==> config.mk <==
export PLATFORM = sky130hd
export DESIGN_NAME = jt6295_cmdq
export DESIGN_NICKNAME = d
export VERILOG_FILES = /design/src/rtl/jt6295_pkg.sv /design/src/rtl/jt6295_cmdq_fifo.sv /design/src/rtl/jt6295_cmdq.sv
export SDC_FILE = /design/constraint.sdc
export NUM_CORES = 1
export LEC_CHECK = 0
export ABC_AREA = 0
export ABC_CLOCK_PERIOD_IN_PS = 3500
export CORE_AREA = 5 5 104 106
export CTS_CLUSTER_DIAMETER = 30
export DETAILED_ROUTE_END_ITERATION = 8
export DIE_AREA = 0 0 109 111
export HOLD_SLACK_MARGIN = 0.03
export SLEW_MARGIN = 15
export SYNTH_ARGS = -nofsm -noshare
export SYNTH_HDL_FRONTEND = slang
export SYNTH_HIERARCHICAL = 1
export SYNTH_SLANG_ARGS = --single-unit
==> constraint.sdc <==
create_clock -name clk -period 3.5 [get_ports clk]
set_input_delay 0.525 -clock clk [delete_from_list [all_inputs] [get_ports clk]]
set_output_delay 0.525 -clock clk [all_outputs]
set_load 0.02 [all_outputs]
==> src/rtl/jt6295_pkg.sv <==
// Shared definitions for the jt6295 command queue: FSM encoding and command byte fields.
package jt6295_pkg;

   typedef enum logic [2:0] {
      ST_IDLE   = 3'd0,
      ST_LOAD   = 3'd1,
      ST_STROBE = 3'd2,
      ST_GAP    = 3'd3
`ifdef JT6295_CMDQ_BUSYWAIT_EN
      ,
      ST_HOLD   = 3'd4
`endif
   } state_t;

   localparam int PHRASE_BIT = 7;
   localparam int CH_HI      = 7;
   localparam int CH_LO      = 4;

   // A byte issued in phase 0 with the phrase bit set opens a two-byte command
   function automatic logic is_phrase(input logic [7:0] b);
      return b[PHRASE_BIT];
   endfunction

endpackage

==> src/rtl/jt6295_cmdq_fifo.sv <==
// Byte FIFO for the jt6295 command queue: dual pointers, occupancy count, full/empty/drop.
module jt6295_cmdq_fifo #(
   parameter int AW = 3
) (
   input  logic          rst,
   input  logic          clk,
   input  logic          push,
   input  logic          pop,
   input  logic [7:0]    wdata,
   output logic [7:0]    rdata,
   output logic [AW:0]   count,
   output logic          full,
   output logic          empty,
   output logic          drop
);

   localparam logic [AW:0] DEPTH = {1'b1, {AW{1'b0}}};
   localparam logic [AW:0] ONE   = {{AW{1'b0}}, 1'b1};

   logic [7:0]    mem [2**AW];
   logic [AW-1:0] wr_ptr;
   logic [AW-1:0] rd_ptr;
   logic          do_push;
   logic          do_pop;

   // A pop frees a slot before the push in the same cycle is judged
   assign do_pop  = pop & ~empty;
   assign do_push = push & (~full | do_pop);
   assign drop    = push & full & ~do_pop;
   assign full    = (count == DEPTH);
   assign empty   = (count == {(AW+1){1'b0}});
   assign rdata   = mem[rd_ptr];

   // Storage array, written on accepted pushes only
   always_ff @(posedge clk) begin
      if (do_push) begin
         mem[wr_ptr] <= wdata;
      end
   end

   // Pointers wrap naturally at 2**AW; count is one bit wider to tell full from empty
   always_ff @(posedge clk or posedge rst) begin
      if (rst) begin
         wr_ptr <= {AW{1'b0}};
         rd_ptr <= {AW{1'b0}};
         count  <= {(AW+1){1'b0}};
      end else begin
         if (do_push) wr_ptr <= wr_ptr + AW'(1);
         if (do_pop)  rd_ptr <= rd_ptr + AW'(1);
         case ({do_push, do_pop})
            2'b10:   count <= count + ONE;
            2'b01:   count <= count - ONE;
            default: count <= count;
         endcase
      end
   end

endmodule

==> src/rtl/jt6295_cmdq.sv <==
// CPU-to-jt6295 write queue: buffers CPU bytes and replays them paced by cen.
// Optional feature: define JT6295_CMDQ_BUSYWAIT_EN to hold channel bytes while the target voices are busy.
module jt6295_cmdq
   import jt6295_pkg::*;
#(
   parameter int AW  = 3,
   parameter int GAP = 4
) (
   input  logic       rst,
   input  logic       clk,
   input  logic       cen,
   input  logic       cpu_wrn,
   input  logic [7:0] cpu_din,
   input  logic [3:0] busy_in,
   output logic       wrn,
   output logic [7:0] din,
   output logic       full,
   output logic       empty,
   output logic       ovf,
   input  logic       ovf_clr
);

   // The IDLE cycle that follows GAP is one of the GAP idle cen cycles
   localparam logic [7:0] GAP_LAST = (GAP >= 2) ? 8'(GAP - 2) : 8'd0;

   state_t      state;
   logic [7:0]  gap_cnt;
   logic        phase;
   logic        cpu_wrn_l;
   logic        push;
   logic        pop;
   logic        drop;
   logic [7:0]  q;
   logic [AW:0] count;

   assign push = ~cpu_wrn & cpu_wrn_l;
   assign pop  = cen & (state == ST_LOAD);

`ifndef JT6295_CMDQ_BUSYWAIT_EN
   logic unused_busy;
   assign unused_busy = ^busy_in;
`endif

   jt6295_cmdq_fifo #(.AW(AW)) u_fifo (
      .rst   (rst),
      .clk   (clk),
      .push  (push),
      .pop   (pop),
      .wdata (cpu_din),
      .rdata (q),
      .count (count),
      .full  (full),
      .empty (empty),
      .drop  (drop)
   );

   // CPU strobe edge detector and sticky overflow (a drop beats a clear)
   always_ff @(posedge clk or posedge rst) begin
      if (rst) begin
         cpu_wrn_l <= 1'b1;
         ovf       <= 1'b0;
      end else begin
         cpu_wrn_l <= cpu_wrn;
         if (drop) begin
            ovf <= 1'b1;
         end else if (ovf_clr) begin
            ovf <= 1'b0;
         end
      end
   end

   // Issue FSM: pops, strobes and paces bytes towards the chip on cen cycles
   always_ff @(posedge clk or posedge rst) begin
      if (rst) begin
         state   <= ST_IDLE;
         wrn     <= 1'b1;
         din     <= 8'd0;
         phase   <= 1'b0;
         gap_cnt <= 8'd0;
      end else if (cen) begin
         case (state)
            ST_IDLE: begin
               if (!empty) state <= ST_LOAD;
            end
            ST_LOAD: begin
               din   <= q;
               phase <= phase ? 1'b0 : is_phrase(q);
`ifdef JT6295_CMDQ_BUSYWAIT_EN
               if (phase && ((q[CH_HI:CH_LO] & busy_in) != 4'd0)) begin
                  state <= ST_HOLD;
               end else begin
                  wrn   <= 1'b0;
                  state <= ST_STROBE;
               end
`else
               wrn   <= 1'b0;
               state <= ST_STROBE;
`endif
            end
            ST_STROBE: begin
               wrn     <= 1'b1;
               gap_cnt <= 8'd0;
               state   <= ST_GAP;
            end
            ST_GAP: begin
               if (gap_cnt == GAP_LAST) begin
                  state <= ST_IDLE;
               end else begin
                  gap_cnt <= gap_cnt + 8'd1;
               end
            end
`ifdef JT6295_CMDQ_BUSYWAIT_EN
            ST_HOLD: begin
               if ((din[CH_HI:CH_LO] & busy_in) == 4'd0) begin
                  wrn   <= 1'b0;
                  state <= ST_STROBE;
               end
            end
`endif
            default: begin
               wrn   <= 1'b1;
               state <= ST_IDLE;
            end
         endcase
      end
   end

endmodule
==> impl_metrics.yaml <==
setup_path:
  start_kind: "flip-flop"
  crit_type: "reg2out"
  r2r-start: "u_fifo/count[0]$_DFFE_PP0P_"
  cp_max_fo: 9
  crit_arrival_ns: 2.19
  endpoint_kind: "primary output"
  required_ns: 2.97
  worstSetupStartpoint: "u_fifo/count[0]$_DFFE_PP0P_"
cells_and_area:
  diodes: 0
  drive_gt1_share_pct: 21.9
  area_delta_synth_final_pct: 14.6
  nNetsFinal: 326
floorplan:
  dieArea_um2: 12100
  core_um2: 9680
  start_util_pct: 43.6
  die_w_um: 109
  row_count: 36
  die_h_um: 111
  pin_count: 29
sta:
  final.setup.tns_ns: 0
  setup_viol: 0
  max_freq_ghz: 0.369
  timing.final.crit_period_ns: 2.71
  slew_violations: 0
  period_share_pct: 77.5
  tightest_slew_ns: 0.784
  setup_slack_ns: 0.786
  slew_headroom_pct: 47.7
  finalClockSkew_ns: 0.0128
  hold_viol: 0
  rsz0062_at_grt: "no"
routing:
  drt_wl_total_um: 7030
  drcViolationCount: 0
  initialDrtViolationCount: 106
  vias_per_cell: 5.04
  postRouteAntennaNets: 0
  num_vias: 2193
  wl_per_cell_um: 16.2
  dr.pass1.iters: 4
placement:
  dp_hpwl_um: 4550
  port_buffers: 24
  dpl_worst_slack_ns: 0.548
  place_congestion: 0.796
logic_synthesis:
  seq_area_frac_synth_pct: 64.0
  synth_edf_count: 64
  ys_ff_latch: 95
  synth_nets: 288
  postSynthCellCount: 259
  synth_cell_types: 45
  synth_area_per_cell_um2: 16.3
  synth_flop_cell: "edfxtp_1"
  syn_area_um2: 4220
  synth_warnings: 6
  async_flop_share_pct: 32.6
job:
  drv_cap: 0
pwr:
  cellLeakagePower_nw: 1.82
  vdd_drop_max_uv: 253
  power_density_nw_per_um2: 729
cts:
  cts-root-buf: "clkbuf_8"
  clk_latency_ns: 0.36
  cts-htree-levels: 3
  clk_pin_slew_ns: 0.11
  cts_hold_buffers: 0
  clock-sinks: 95
  cts_resized: 0
  clockBufferDepth: 2
  postCtsSetupRepairBufs: 0
  numCtsBuffers: 9
  cts_tree: "built"
hold_path:
  hp-class: "in2async"
global_route:
  grt_usage_pct: 12.5
  antenna_found_initial: 0
  grt_max_degree: 22
  grt_pass1_vias: 2223
  grt_pass1_wl_um: 11300
  grt_overflow_total: 0
outcome:
  status: "finished, final reports clean"
[report_power, final]
| group | internal, mW | switching, mW |
|---|---|---|
| combinational | 0.646 | 0.547 |
| clock | 0.287 | 0.430 |
| sequential | 1.41 | 0.202 |
[stage by stage]
stage                     hold slack (ns)  total power [mW]  util (%)  area, µm²  std cells
final                               0.474              3.52      49.9       4830        435
after global routing                0.495              3.75      49.9       4830        435
after CTS                           0.472              3.58      49.9       4830        435
after detailed placement            0.477              2.84      47.8       4620        419
after global placement              0.464              2.83      47.8       4620        419
after floorplan                     0.365              2.53         -       4220        259
[synthesized netlist by cell type, types with 2 or more instances]
| cell type | count | area, µm² |
|---|---|---|
| nor3_1 | 2 | 10.0 |
| nand2b_1 | 4 | 25.0 |
| nand2_1 | 21 | 78.8 |
| xor2_1 | 2 | 17.5 |
| mux4_2 | 6 | 135 |
| dfrtp_1 | 29 | 726 |
| nand3_1 | 11 | 55.1 |
| dfstp_2 | 2 | 52.6 |
| inv_1 | 13 | 48.8 |
| buf_2 | 3 | 15.0 |
| buf_6 | 3 | 33.8 |
| clkbuf_8 | 3 | 41.3 |
| xnor2_1 | 4 | 35.0 |
| mux2_4 | 2 | 30.0 |
| or2_2 | 3 | 18.8 |
| ha_1 | 11 | 138 |
| edfxtp_1 | 64 | 1920 |
| or4_1 | 2 | 15.0 |
| nor2_1 | 9 | 33.8 |
| a21oi_1 | 2 | 10.0 |
| mux4_1 | 10 | 263 |
| or3_1 | 3 | 18.8 |
| o21ai_0 | 6 | 30.0 |
| o31ai_1 | 3 | 22.5 |
| mux2i_1 | 2 | 20.0 |
| mux2_2 | 19 | 214 |
| o21a_1 | 2 | 15.0 |
[worst max-delay path, cell delays in order, from the launching register on]
cell             delay [ns]
dfrtp_1                0.41
or3_1                  0.55
nor2_1                 0.24
clkdlybuf4s50_1        0.64
[sequential cells by signal (all words and copies together) (netlist names)]
| name | flops |
|---|---|
| din | 8 |
| u_fifo/count | 4 |
| u_fifo/mem | 64 |
| state | 2 |
| u_fifo/rd_ptr | 3 |
| cpu_wrn_l | 1 |
| gap_cnt | 8 |
| wrn | 1 |
| u_fifo/wr_ptr | 3 |
| ovf | 1 |
[layout by cell type (no fill, tap or decap), drive strengths merged, types with 2 or more instances in the layout]
cell	count
nor3	2
clkbuf	9
nand3	11
or4	2
or4b	2
o41ai	2
a21oi	2
ha	11
edfxtp	64
clkdlybuf4s50	24
mux2	21
or3	3
nand2b	4
dfstp	2
mux4	16
mux2i	2
xnor2	4
nand2	21
nor2	9
o21a	2
clkinv	4
buf	12
inv	16
o31ai	3
o21ai	7
dfrtp	29
or2	3
xor2	2
[worst paths after layout]
path / endpoint / slack, ns / cells after the start
worst min register to register: wrn$_DFFE_PP1P_ / 0.48 / 2
worst min-delay path: u_fifo/count[3]$_DFFE_PP0P_ / 0.47 / 2
worst max register to register: u_fifo/count[3]$_DFFE_PP0P_ / 0.83 / 9
worst max-delay path: empty / 0.79 / 3
min in group clk: wrn$_DFFE_PP1P_ / 0.48 / 2
max in group asynchronous: din[1]$_DFFE_PP0P_ / 2.37 / 2
[routing by layer]
metal / GRT usage (%) / vias up / part of all wire, %
met2: 19.1 / 39 / 47
li1: - / 1058 / -
met4: 3.28 / 0 / 0.78
met5: 0 / - / 0
met1: 17.1 / 1092 / 47
met3: 4.08 / 4 / 4.5
[cell families (layout without fill, tap and decap cells)]
family                     count (synthesis)  after routing  synth area share (%)
adders and majority gates                 12             12                  3.74
muxes                                     39             39                  15.7
xor gates and xnor gates                   6              6                  1.25
DFF                                       95             95                  64.0
AOI/OAI and AO/OA                         22             22                  4.36
buffers and inverters                     22             65                  3.29
and+or+nand+nor                           63             63                  7.65
[layout make-up]
type	count	area (µm²)
Multi-Input combinational cell	142	1380
Inverter	13	48.8
Timing Repair Buffer	36	330
Sequential cell	95	2700
Clock inverter	7	83.8
Fill cell	826	4850
Tap cell	133	166
Clock buffer	9	124
Note: power is estimated with default switching activity, not from simulation.
